<file path="src/rtl/pc_seq_pkg.sv">
// Shared types and defaults for the fetch-stage PC sequencer and its jump-target LUT.
package pc_seq_pkg;
  typedef enum logic [1:0] {IDLE, RUN, HALT} pc_state_t;

  localparam int DEF_D       = 12;
  localparam int DEF_HALT_PC = 511;
  localparam int DEF_CW      = 16;
endpackage

</file>
<file path="src/rtl/sat_counter.sv">
// Up-counter that sticks at all-ones; synchronous clear wins over increment.
module sat_counter #(
  parameter int W = 16
) (
  input  logic         clk,
  input  logic         rst_n,
  input  logic         clr,
  input  logic         en,
  output logic [W-1:0] cnt
);
  logic [W-1:0] cnt_q;

  always_ff @(posedge clk or negedge rst_n) begin
    if (!rst_n)                  cnt_q <= '0;
    else if (clr)                cnt_q <= '0;
    else if (en && cnt_q != '1)  cnt_q <= cnt_q + W'(1);
  end

  assign cnt = cnt_q;
endmodule

</file>
<file path="src/rtl/pc_sequencer.sv">
// Fetch-stage PC sequencer: start/stall/jump/branch handling, halt detection and
// retired-instruction accounting. All outputs are registered.
module pc_sequencer
  import pc_seq_pkg::*;
#(
  parameter int             D       = DEF_D,
  parameter logic [D-1:0]   HALT_PC = D'(DEF_HALT_PC),
  parameter int             CW      = DEF_CW
) (
  input  logic          clk,
  input  logic          rst_n,
  input  logic          start,
  input  logic          stall,
  input  logic          jump_en,
  input  logic          branch_en,
  input  logic          branch_cond,
  input  logic [D-1:0]  target,
  output logic [D-1:0]  prog_ctr,
  output logic          taken,
  output logic          running,
  output logic          done,
  output logic [CW-1:0] instr_cnt
);
  pc_state_t    state_q;
  logic [D-1:0] pc_q, pc_inc;
  logic         taken_q, running_q, done_q;
  logic         redirect, cnt_clr, cnt_en;

  assign pc_inc   = pc_q + D'(1);
  assign redirect = jump_en | (branch_en & branch_cond);
  // Every non-stalled RUN cycle retires one instruction, including the halting one.
  assign cnt_en   = (state_q == RUN) & ~stall;
  assign cnt_clr  = start & (state_q != RUN);

  sat_counter #(.W(CW)) u_instr_cnt (
    .clk   (clk),
    .rst_n (rst_n),
    .clr   (cnt_clr),
    .en    (cnt_en),
    .cnt   (instr_cnt)
  );

  always_ff @(posedge clk or negedge rst_n) begin
    if (!rst_n) begin
      state_q   <= IDLE;
      pc_q      <= '0;
      taken_q   <= 1'b0;
      running_q <= 1'b0;
      done_q    <= 1'b0;
    end else begin
      taken_q <= 1'b0;
      case (state_q)
        IDLE, HALT: if (start) begin
          state_q   <= RUN;
          pc_q      <= '0;
          running_q <= 1'b1;
          done_q    <= 1'b0;
        end
        RUN: if (!stall) begin
          if (redirect && target == HALT_PC) begin
            // Halting is not a fetch redirect, so no flush pulse.
            pc_q      <= HALT_PC;
            state_q   <= HALT;
            running_q <= 1'b0;
            done_q    <= 1'b1;
          end else if (redirect) begin
            pc_q    <= target;
            taken_q <= 1'b1;
          end else begin
            pc_q <= pc_inc;
            if (pc_inc == HALT_PC) begin
              state_q   <= HALT;
              running_q <= 1'b0;
              done_q    <= 1'b1;
            end
          end
        end
        default: begin
          state_q   <= IDLE;
          running_q <= 1'b0;
          done_q    <= 1'b0;
        end
      endcase
    end
  end

  assign prog_ctr = pc_q;
  assign taken    = taken_q;
  assign running  = running_q;
  assign done     = done_q;
endmodule

</file>
<file path="config.mk">
export PLATFORM = sky130hd
export DESIGN_NAME = pc_sequencer
export DESIGN_NICKNAME = d
export VERILOG_FILES = /design/src/rtl/pc_seq_pkg.sv /design/src/rtl/sat_counter.sv /design/src/rtl/pc_sequencer.sv
export SDC_FILE = /design/constraint.sdc
export NUM_CORES = 1
export LEC_CHECK = 0
export BUFFER_PORTS_ARGS = -buffer_cell sky130_fd_sc_hd__buf_2
export CORE_UTILIZATION = 48
export CTS_CLUSTER_SIZE = 40
export DETAILED_ROUTE_END_ITERATION = 10
export GPL_ROUTABILITY_DRIVEN = 0
export PLACE_DENSITY = 0.79
export SYNTH_ARGS = -nofsm -noshare
export SYNTH_HDL_FRONTEND = slang
export SYNTH_SLANG_ARGS = --single-unit
export TNS_END_PERCENT = 5
</file>
<file path="constraint.sdc">
create_clock -name clk -period 1.64 [get_ports clk]
set_input_delay 0.328 -clock clk [delete_from_list [all_inputs] [get_ports clk]]
set_output_delay 0.328 -clock clk [all_outputs]
set_load 0.1 [all_outputs]
</file>
==> After elaboration in Yosys (flattened, before gate mapping) <==
Cells that the tools add are included.
{ "word_totals": {"register_bits": 33, "out_inout_bits": 31} }
{ "classes": {"add_sub_neg": 2, "eq_ne": 10, "muxes": 29, "bitwise": 5, "n_reduce_logical": 8} }
{ "ops": {"columns": ["cell", "n"], "rows": [
  ["two-way mux 12 bit", 4],
  ["two-way mux 16 bit", 2],
  ["equality test 12 x 9 -> 1 bit, second input constant", 2],
  ["case mux 12 bit (2 select lines)", 1],
  ["adder 16 x 1 -> 16 bit, second input constant", 1],
  ["inequality test 16 bit, second input constant", 1],
  ["two-way mux 1 bit", 14],
  ["adder 12 x 1 -> 12 bit, second input constant", 1],
  ["two-way mux 2 bit", 5],
  ["inequality test 2 bit, second input constant", 2],
  ["case mux 1 bit (2 select lines)", 2],
  ["case mux 2 bit (2 select lines)", 1],
  ["AND reduction 4 bit", 1],
  ["nonzero test 2 bit", 2],
  ["bitwise AND 1 bit", 3],
  ["inequality test 3 x 1 -> 1 bit, second input constant", 1],
  ["inequality test 3 x 2 -> 1 bit, second input constant", 1],
  ["AND reduction 3 bit", 1],
  ["equality test 2 x 1 -> 1 bit, second input constant", 1],
  ["equality test 2 bit, second input constant", 1],
  ["logical AND 1 bit", 2],
  ["zero test 2 bit", 1],
  ["inequality test 2 x 1 -> 1 bit, second input constant", 1],
  ["OR reduction 2 bit", 1],
  ["other kinds (2)", 2]
]} }

==> Logic depth before layout (Yosys ltp) <==
Gate-level depths: netlist of the first run.
{ "logic_depth": {"depth_word": 7, "ltp_mapped": 7} }

==> Cells and area by module <==
Synthesis of the first run repeated with hierarchy kept, for this count alone.
{ "unflattened": {"cells_unflattened": 241, "area_unflattened_um2": 2088.3} }
{ "by_module_without_submodules": {"columns": ["module", "n_inst", "cells_per_inst", "area_each_um2", "seq_area_each_um2"], "rows": [
  ["pc_sequencer", 1, 143, 1146.1, 400.4],
  ["sat_counter", 1, 98, 942.2, 400.4]
]} }

==> Worst setup path before layout of the first run <==
Ideal clock, no wire load.
{ "synth_path": {"path_type": "flip-flop to flip-flop", "start": "reg pc_q[0] (netlist: prog_ctr[0])", "end": "reg state_q[0]", "setup_ns": 0.134, "arrival_ns": 2.383, "required_time_ns": 1.506, "slack_ns": -0.877, "path_stages_with_launch": 7, "period_less_slack_ns": 2.517, "cell_sequence": "dfrtp_1 -> ha_1 -> nand3_2 -> or3_1 -> a211o_1 -> o21ai_0 -> o211ai_1"} }
{ "synth_between": {"elab_chain_len": 4} }
{ "synth_lines": {"columns": ["element", "line", "rtl"], "rows": [
  ["start, declared", "pc_sequencer.sv:25", "logic [D-1:0] pc_q, pc_inc;"],
  ["start signal, assigned", "pc_sequencer.sv:67", "pc_q <= target;"],
  ["start signal, assigned", "pc_sequencer.sv:70", "pc_q <= pc_inc;"],
  ["adder 12 x 1 -> 12 bit", "pc_sequencer.sv:29", "assign pc_inc = pc_q + D'(1);"],
  ["equality test 12 x 9 -> 1 bit", "pc_sequencer.sv:71", "if (pc_inc == HALT_PC) begin"],
  ["inequality test 3 x 1 -> 1 bit (no line)", null, null],
  ["AND reduction 4 bit (no line)", null, null],
  ["end signal, assigned", "pc_sequencer.sv:45", "state_q <= IDLE;"],
  ["end signal, assigned", "pc_sequencer.sv:72", "state_q <= HALT;"],
  ["end signal, assigned", "pc_sequencer.sv:79", "state_q <= IDLE;"],
  ["end, declared", "pc_sequencer.sv:24", "pc_state_t state_q;"]
]} }
Every way passes these cells.
A chain may end at the register's enable or synchronous reset.

==> Worst setup path after layout of the first run <==
{ "layout_path": {"start": "reg pc_q[0] (netlist: prog_ctr[0])", "end": "reg running_q (netlist: running)"} }
{ "layout_between": {"elab_chain_len": 4} }
{ "layout_lines": {"columns": ["element", "line", "rtl"], "rows": [
  ["adder 12 x 1 -> 12 bit", "pc_sequencer.sv:29", null],
  ["equality test 12 x 9 -> 1 bit", "pc_sequencer.sv:71", null],
  ["inequality test 3 x 1 -> 1 bit (no line)", null, null],
  ["AND reduction 4 bit (no line)", null, null],
  ["end signal, assigned", "pc_sequencer.sv:48", "running_q <= 1'b0;"],
  ["end signal, assigned", "pc_sequencer.sv:73", "running_q <= 1'b0;"],
  ["end signal, assigned", "pc_sequencer.sv:80", "running_q <= 1'b0;"],
  ["end, declared", "pc_sequencer.sv:26", "logic taken_q, running_q, done_q;"]
]} }
Every way passes these cells.

==> impl_metrics.yaml, run 1 <==
clock_tree:
  numCtsBuffers: 5
  cts_buffer_depth: 2
  cts_tree: "yes"
  cts_root_buf: "clkbuf_8"
  cts.clk_slew.worst_paths_ns: 0.08
  worstSkewPairLatency_ns: 0.29
  cts_sinks: 32
  hold_buffers: 0
  cts_max_level: 2
global_routing:
  antenna_found_initial: 0
  grt_start_max_net_pins: 33
  gr-total-overflow: 0
  grt_pass1_wl_um: 9380
  grt_pass1_vias: 2013
  grt_usage_pct: 28.9
sta:
  fin_crit_sh_pct: 107
  rsz0062_at_grt: "true"
  worst_pin_slew_ns: 0.499
  fmax_mhz: 571
  period_needed_ns: 1.75
  final.setup_skew_ns: 0.00680
  drv_slew: 0
  holdWs_ns: 0.0440
  setup_tns_ns: -0.410
  setup_viol: 8
  setup_slack_ns: -0.111
  slew_headroom_pct: 67.0
  finalHoldViolations: 0
min_path:
  min_path_type: "in2async"
logic_synthesis:
  synth_edf_count: 0
  synth_area_leaders: "dfrtp_1 (41%), o21ai_0 (6.2%), xnor2_1 (5.0%)"
  ys_warn_count: 0
  syn_area_um2: 1940
  async_flop_share_pct: 100
  synth_top_flop_cell: "dfrtp_1"
  synth_common_cells: "dfrtp_1 (32), nor2_1 (25), o21ai_0 (24), nand2_1 (19), a21oi_1 (17)"
  seq_area_frac_synth_pct: 41.2
  synth.most_common_cell: "dfrtp_1"
  syn_inst: 226
  synth.distinct_cells: 47
  synth-seq-cells: 32
  synth_top_area_cell: "dfrtp_1"
  synth_top_cell_area_share_pct: 41.2
  syn_nets: 248
  synth.avg_cell_area_um2: 8.59
setup_path:
  worstPathArrival_ns: 1.92
  worstPathMaxFanout: 4
  required_ns: 1.80
  start_kind: "flop"
  cp-end-kind: "flop"
  crit_type: "reg2reg"
power:
  p_leak_nw: 1.21
  powerDensity_nw_per_um2: 1180
  peakVddDrop_v: 0.00125
layout:
  area_delta_synth_final_pct: 41.6
  n_fill_cell: 310
  layout.nets: 331
  diodes: 0
  drive_gt1_share_pct: 44.5
route:
  met2_wirelength_um: 2830
  via_per_inst: 5.87
  drc: 0
  routed_wl_um: 5650
  wl_per_cell_um: 15.8
  final_antenna_net_count: 0
  highest_layer: "met4"
  drt_iter0_markers: 145
  met1Wirelength_um: 2360
  wl_met3_um: 374
  vias: 2100
  firstDrtPassIters: 4
die:
  die_w_um: 65.6
  initial_utilization_pct: 51.5
  fp.coreArea_um2: 3770
  die_h_um: 65.6
  die_area_um2: 4300
  fp-row-count: 22
  ios: 50
placed_design:
  dpl_worst_slack_ns: -0.133
  dp_hpwl_um: 4020
  port_buffers: 49
status:
  violations: "setup timing"
  status: "complete, but fails checks"
flow_run:
  cap_viol_max_count: 0
[report_power, final]
group,leakage [nW],total [mW],internal [mW],switching (mW)
registers,0.371,1.07,0.937,0.130
logic,0.791,1.52,0.370,1.15
clock network,0.0510,0.657,0.335,0.322
total,1.21,3.24,1.64,1.60
[timing repair]
item                       CTS  global route
pin swaps                    4             2
gates resized for setup     11             6
setup buffers                0             0
setup endpoints to repair   20            21
[per-stage QoR]
step | power (mW) | util, % | cell area [um2] | cells
finish | 3.24 | 72.9 | 2750 | 358
global route | 3.36 | 72.9 | 2750 | 358
CTS | 3.21 | 72.2 | 2720 | 358
detailed placement | 2.52 | 67.9 | 2560 | 350
global placement | 2.49 | 67.9 | 2560 | 350
floorplan | 2.15 | - | 2020 | 226
[layout by cell type, fill, tap and decap left out, drive strengths merged, types with 2 or more instances in the layout]
master | Yosys | routed
nor3b | 6 | 6
a21o | 2 | 2
a21oi | 18 | 18
inv | 5 | 5
nor2b | 2 | 2
nand2 | 19 | 19
nand4 | 9 | 9
a31oi | 3 | 3
or3 | 4 | 4
nand3 | 8 | 8
o22ai | 2 | 2
and3 | 4 | 4
dfrtp | 32 | 32
clkbuf | 6 | 7
mux2i | 2 | 2
and2 | 3 | 3
nor4 | 3 | 3
nand2b | 4 | 4
nand4b | 3 | 3
o31a | 2 | 2
buf | 3 | 84
nor2 | 25 | 25
clkinv | 0 | 2
ha | 3 | 3
xnor2 | 11 | 11
o21ai | 25 | 25
nor3 | 10 | 10
[sequential cells by signal, indices dropped and copies added (netlist names)]
| name | count |
|---|---|
| prog_ctr | 12 |
| running | 1 |
| state_q | 2 |
| taken | 1 |
| u_instr_cnt.cnt | 16 |
[path summary, 6_finish.rpt]
| check | startpoint | to | slack [ns] | cells past startpoint |
|---|---|---|---|---|
| setup / recovery | prog_ctr[0]$_DFFE_PN0P_ | running$_DFFE_PN0P_ | -0.11 | 6 |
| hold / removal | rst_n | prog_ctr[9]$_DFFE_PN0P_ | 0.04 | 2 |
| setup reg to reg | prog_ctr[0]$_DFFE_PN0P_ | running$_DFFE_PN0P_ | -0.11 | 6 |
| hold reg to reg | u_instr_cnt.cnt[6]$_DFFE_PN0P_ | u_instr_cnt.cnt[6]$_DFFE_PN0P_ | 0.55 | 1 |
| max in group asynchronous | rst_n | prog_ctr[1]$_DFFE_PN0P_ | 1.27 | 2 |
| min in group clk | target[2] | prog_ctr[2]$_DFFE_PN0P_ | 0.34 | 3 |
[kinds of logic after synthesis]
group | after synthesis | share of synthesized area, %
muxes | 2 | 1.03
xor gates and xnor gates | 12 | 5.41
AOI/OAI and AO/OA | 59 | 17.8
buffers and inverters | 14 | 3.22
DFF | 32 | 41.2
adders and majority gates | 3 | 1.93
and+or+nand+nor | 104 | 29.4
[area by class of cell]
class	count	area, um2	share of cell area [%]
Inverter	5	18.8	0.683
Clock inverter	2	10.0	0.364
Clock buffer	6	82.6	3.00
Tap cell	48	60.1	2.18
Sequential cell	32	853	31.0
Multi-Input combinational cell	180	1190	43.2
Timing Repair Buffer	85	537	19.5
[worst max-delay path: stages (launching register included)]
cell	delay, ns
dfrtp_4	0.45
ha_4	0.17
nand3_4	0.07
or3_4	0.34
a211o_1	0.31
o21ai_2	0.16
o221ai_2	0.11
[metal layers]
layer | track usage [%] | vias up
met2 | 49.2 | 85
li1 | - | 995
met4 | 11.7 | 0
met5 | 0 | -
met1 | 35.9 | 1012
met3 | 5.03 | 8
Note: power is estimated with default switching activity, not from simulation.
==> run 2: changes to the inputs <==
--- a/config.mk
+++ b/config.mk
@@ -11,6 +11,7 @@
 export DETAILED_ROUTE_END_ITERATION = 10
 export GPL_ROUTABILITY_DRIVEN = 0
 export PLACE_DENSITY = 0.79
+export RECOVER_POWER = 100
 export SYNTH_ARGS = -nofsm -noshare
 export SYNTH_HDL_FRONTEND = slang
 export SYNTH_SLANG_ARGS = --single-unit
==> impl_metrics.yaml, run 2 (same netlist as run 1, synthesis figures left out) <==
status:
  status: "complete, but fails checks"
  violations: "setup timing"
clock_tree:
  cts.clk_slew.worst_paths_ns: 0.07
  numCtsBuffers: 5
  cts_sinks: 32
  hold_buffers: 0
  cts_setup_buffers: 0
  cts_buffer_depth: 2
  worstSkewPairLatency_ns: 0.29
  cts_tree: "yes"
  cts_max_level: 2
  cts_root_buf: "clkbuf_8"
power:
  p_leak_nw: 1.20
  peakVddDrop_v: 0.00125
  powerDensity_nw_per_um2: 1180
  p_total_mw: 3.23
layout:
  diodes: 0
  area_delta_synth_final_pct: 41.1
  n_fill_cell: 313
  largest_reg_flops: 16
  mostFrequentLayoutCells: "buf_4 (32), buf_2 (26), nor2_1 (25)"
  layout.nets: 331
  final_common_cell: "buf_4"
  final_area_um2: 2740
  final-instance-count-excl-fill: 358
  drive_gt1_share_pct: 44.2
route:
  wl_per_cell_um: 15.6
  routed_wl_um: 5600
  drc: 0
  final_antenna_net_count: 0
  vias: 2084
  firstDrtPassIters: 4
  drt_iter0_markers: 131
  via_per_inst: 5.82
sta:
  fmax_mhz: 573
  worst_pin_slew_ns: 0.771
  period_needed_ns: 1.75
  fin_crit_sh_pct: 106
  final.setup_skew_ns: 0.00316
  holdWs_ns: 0.184
  slew_headroom_pct: 48.6
  rsz0062_at_grt: "true"
  finalHoldViolations: 0
  setup_slack_ns: -0.105
  setup_viol: 8
  drv_slew: 0
setup_path:
  crit_path_cell_trace: "ha_4, nand3_4, or3_4, a211o_1, o21ai_2, o221ai_2"
  cp-end-kind: "flop"
  regToRegEndpoint: "running$_DFFE_PN0P_"
  ff2ff_setup_slack_ns: -0.11
  start_kind: "flop"
  r2r_cells: 6
  crit_type: "reg2reg"
  startpoint: "prog_ctr[0]$_DFFE_PN0P_"
  critical_path.max_stage_delay_ns: 0.45
  r2r_start: "prog_ctr[0]$_DFFE_PN0P_"
  crit_path_end: "running$_DFFE_PN0P_"
  worstPathMaxFanout: 4
  crit_slowest_cell: "dfrtp_4"
  required_ns: 1.81
  worstPathArrival_ns: 1.91
die:
  die_h_um: 65.6
  die_area_um2: 4300
  fp.coreArea_um2: 3770
  die_w_um: 65.6
  initial_utilization_pct: 51.5
  ios: 50
  fp-row-count: 22
global_routing:
  antenna_found_initial: 0
  grt_pass1_vias: 2013
  grt_pass1_wl_um: 9380
  gr-total-overflow: 0
  grt_usage_pct: 28.9
  grt_start_max_net_pins: 33
flow_run:
  cap_viol_max_count: 0
min_path:
  min_path_type: "in2async"
placed_design:
  dp_hpwl_um: 4020
  place_inst: 350
  postPlaceCellArea_um2: 2560
  port_buffers: 49
[run 2: cell types whose count changed in the layout (fill, tap and decap cells not counted), sizes merged]
cell / delta
buf: -24
clkbuf: +24
[run 2: worst min-delay path by stage]
stage / startpoint / to / cells past startpoint
after global routing: rst_n / prog_ctr[11]$_DFFE_PN0P_ / 2
final: rst_n / prog_ctr[9]$_DFFE_PN0P_ / 2
after detailed placement: rst_n / prog_ctr[9]$_DFFE_PN0P_ / 2
after global placement: rst_n / prog_ctr[9]$_DFFE_PN0P_ / 2
after floorplan: rst_n / prog_ctr[10]$_DFFE_PN0P_ / 0
after CTS: rst_n / prog_ctr[9]$_DFFE_PN0P_ / 2
[run 2: what timing repair did]
action,4_1_cts,5_1_grt
pin swaps,4,2
endpoints found under the setup margin,20,21
resized for setup,11,6
[run 2: layer usage]
layer | track usage [%] | vias to the layer above | wire length, um
met5 | 0 | - | 0
met4 | 11.7 | 0 | 70
met3 | 5.03 | 7 | 318
met2 | 49.2 | 78 | 2840
met1 | 35.9 | 1003 | 2370
li1 | - | 996 | -
[run 2: layout make-up]
| type | count | area (um2) | area share [%] |
|---|---|---|---|
| Tap cell | 48 | 60.1 | 2.19 |
| Multi-Input combinational cell | 180 | 1190 | 43.3 |
| Clock buffer | 6 | 82.6 | 3.01 |
| Sequential cell | 32 | 852 | 31.1 |
| Timing Repair Buffer | 85 | 529 | 19.3 |
| Inverter | 5 | 18.8 | 0.685 |
| Clock inverter | 2 | 10.0 | 0.365 |
[run 2: stage by stage]
| step | setup TNS [ns] | utilization, % | setup slack (ns) |
|---|---|---|---|
| 3_3_place_gp | -0.478 | 67.9 | -0.0835 |
| 2_1_floorplan | -3.98 | - | -0.274 |
| 3_5_place_dp | -1.11 | 67.9 | -0.133 |
| 5_1_grt | -1.24 | 72.7 | -0.160 |
| 4_1_cts | -0.344 | 72.2 | -0.0939 |
| 6_report | -0.381 | 72.7 | -0.105 |
[run 2: worst max-delay path: cells and delay by family (launching register included)]
kind / cells / cell delay (ns)
DFF: 1 / 0.45
AOI/OAI and AO/OA: 3 / 0.58
and+or+nand+nor: 2 / 0.41
adders and majority gates: 1 / 0.17
[run 2: power by group]
part	total [mW]	internal [mW]	switching (mW)
clock network	0.651	0.335	0.316
registers	1.07	0.937	0.131
logic	1.51	0.365	1.15
total	3.23	1.64	1.60
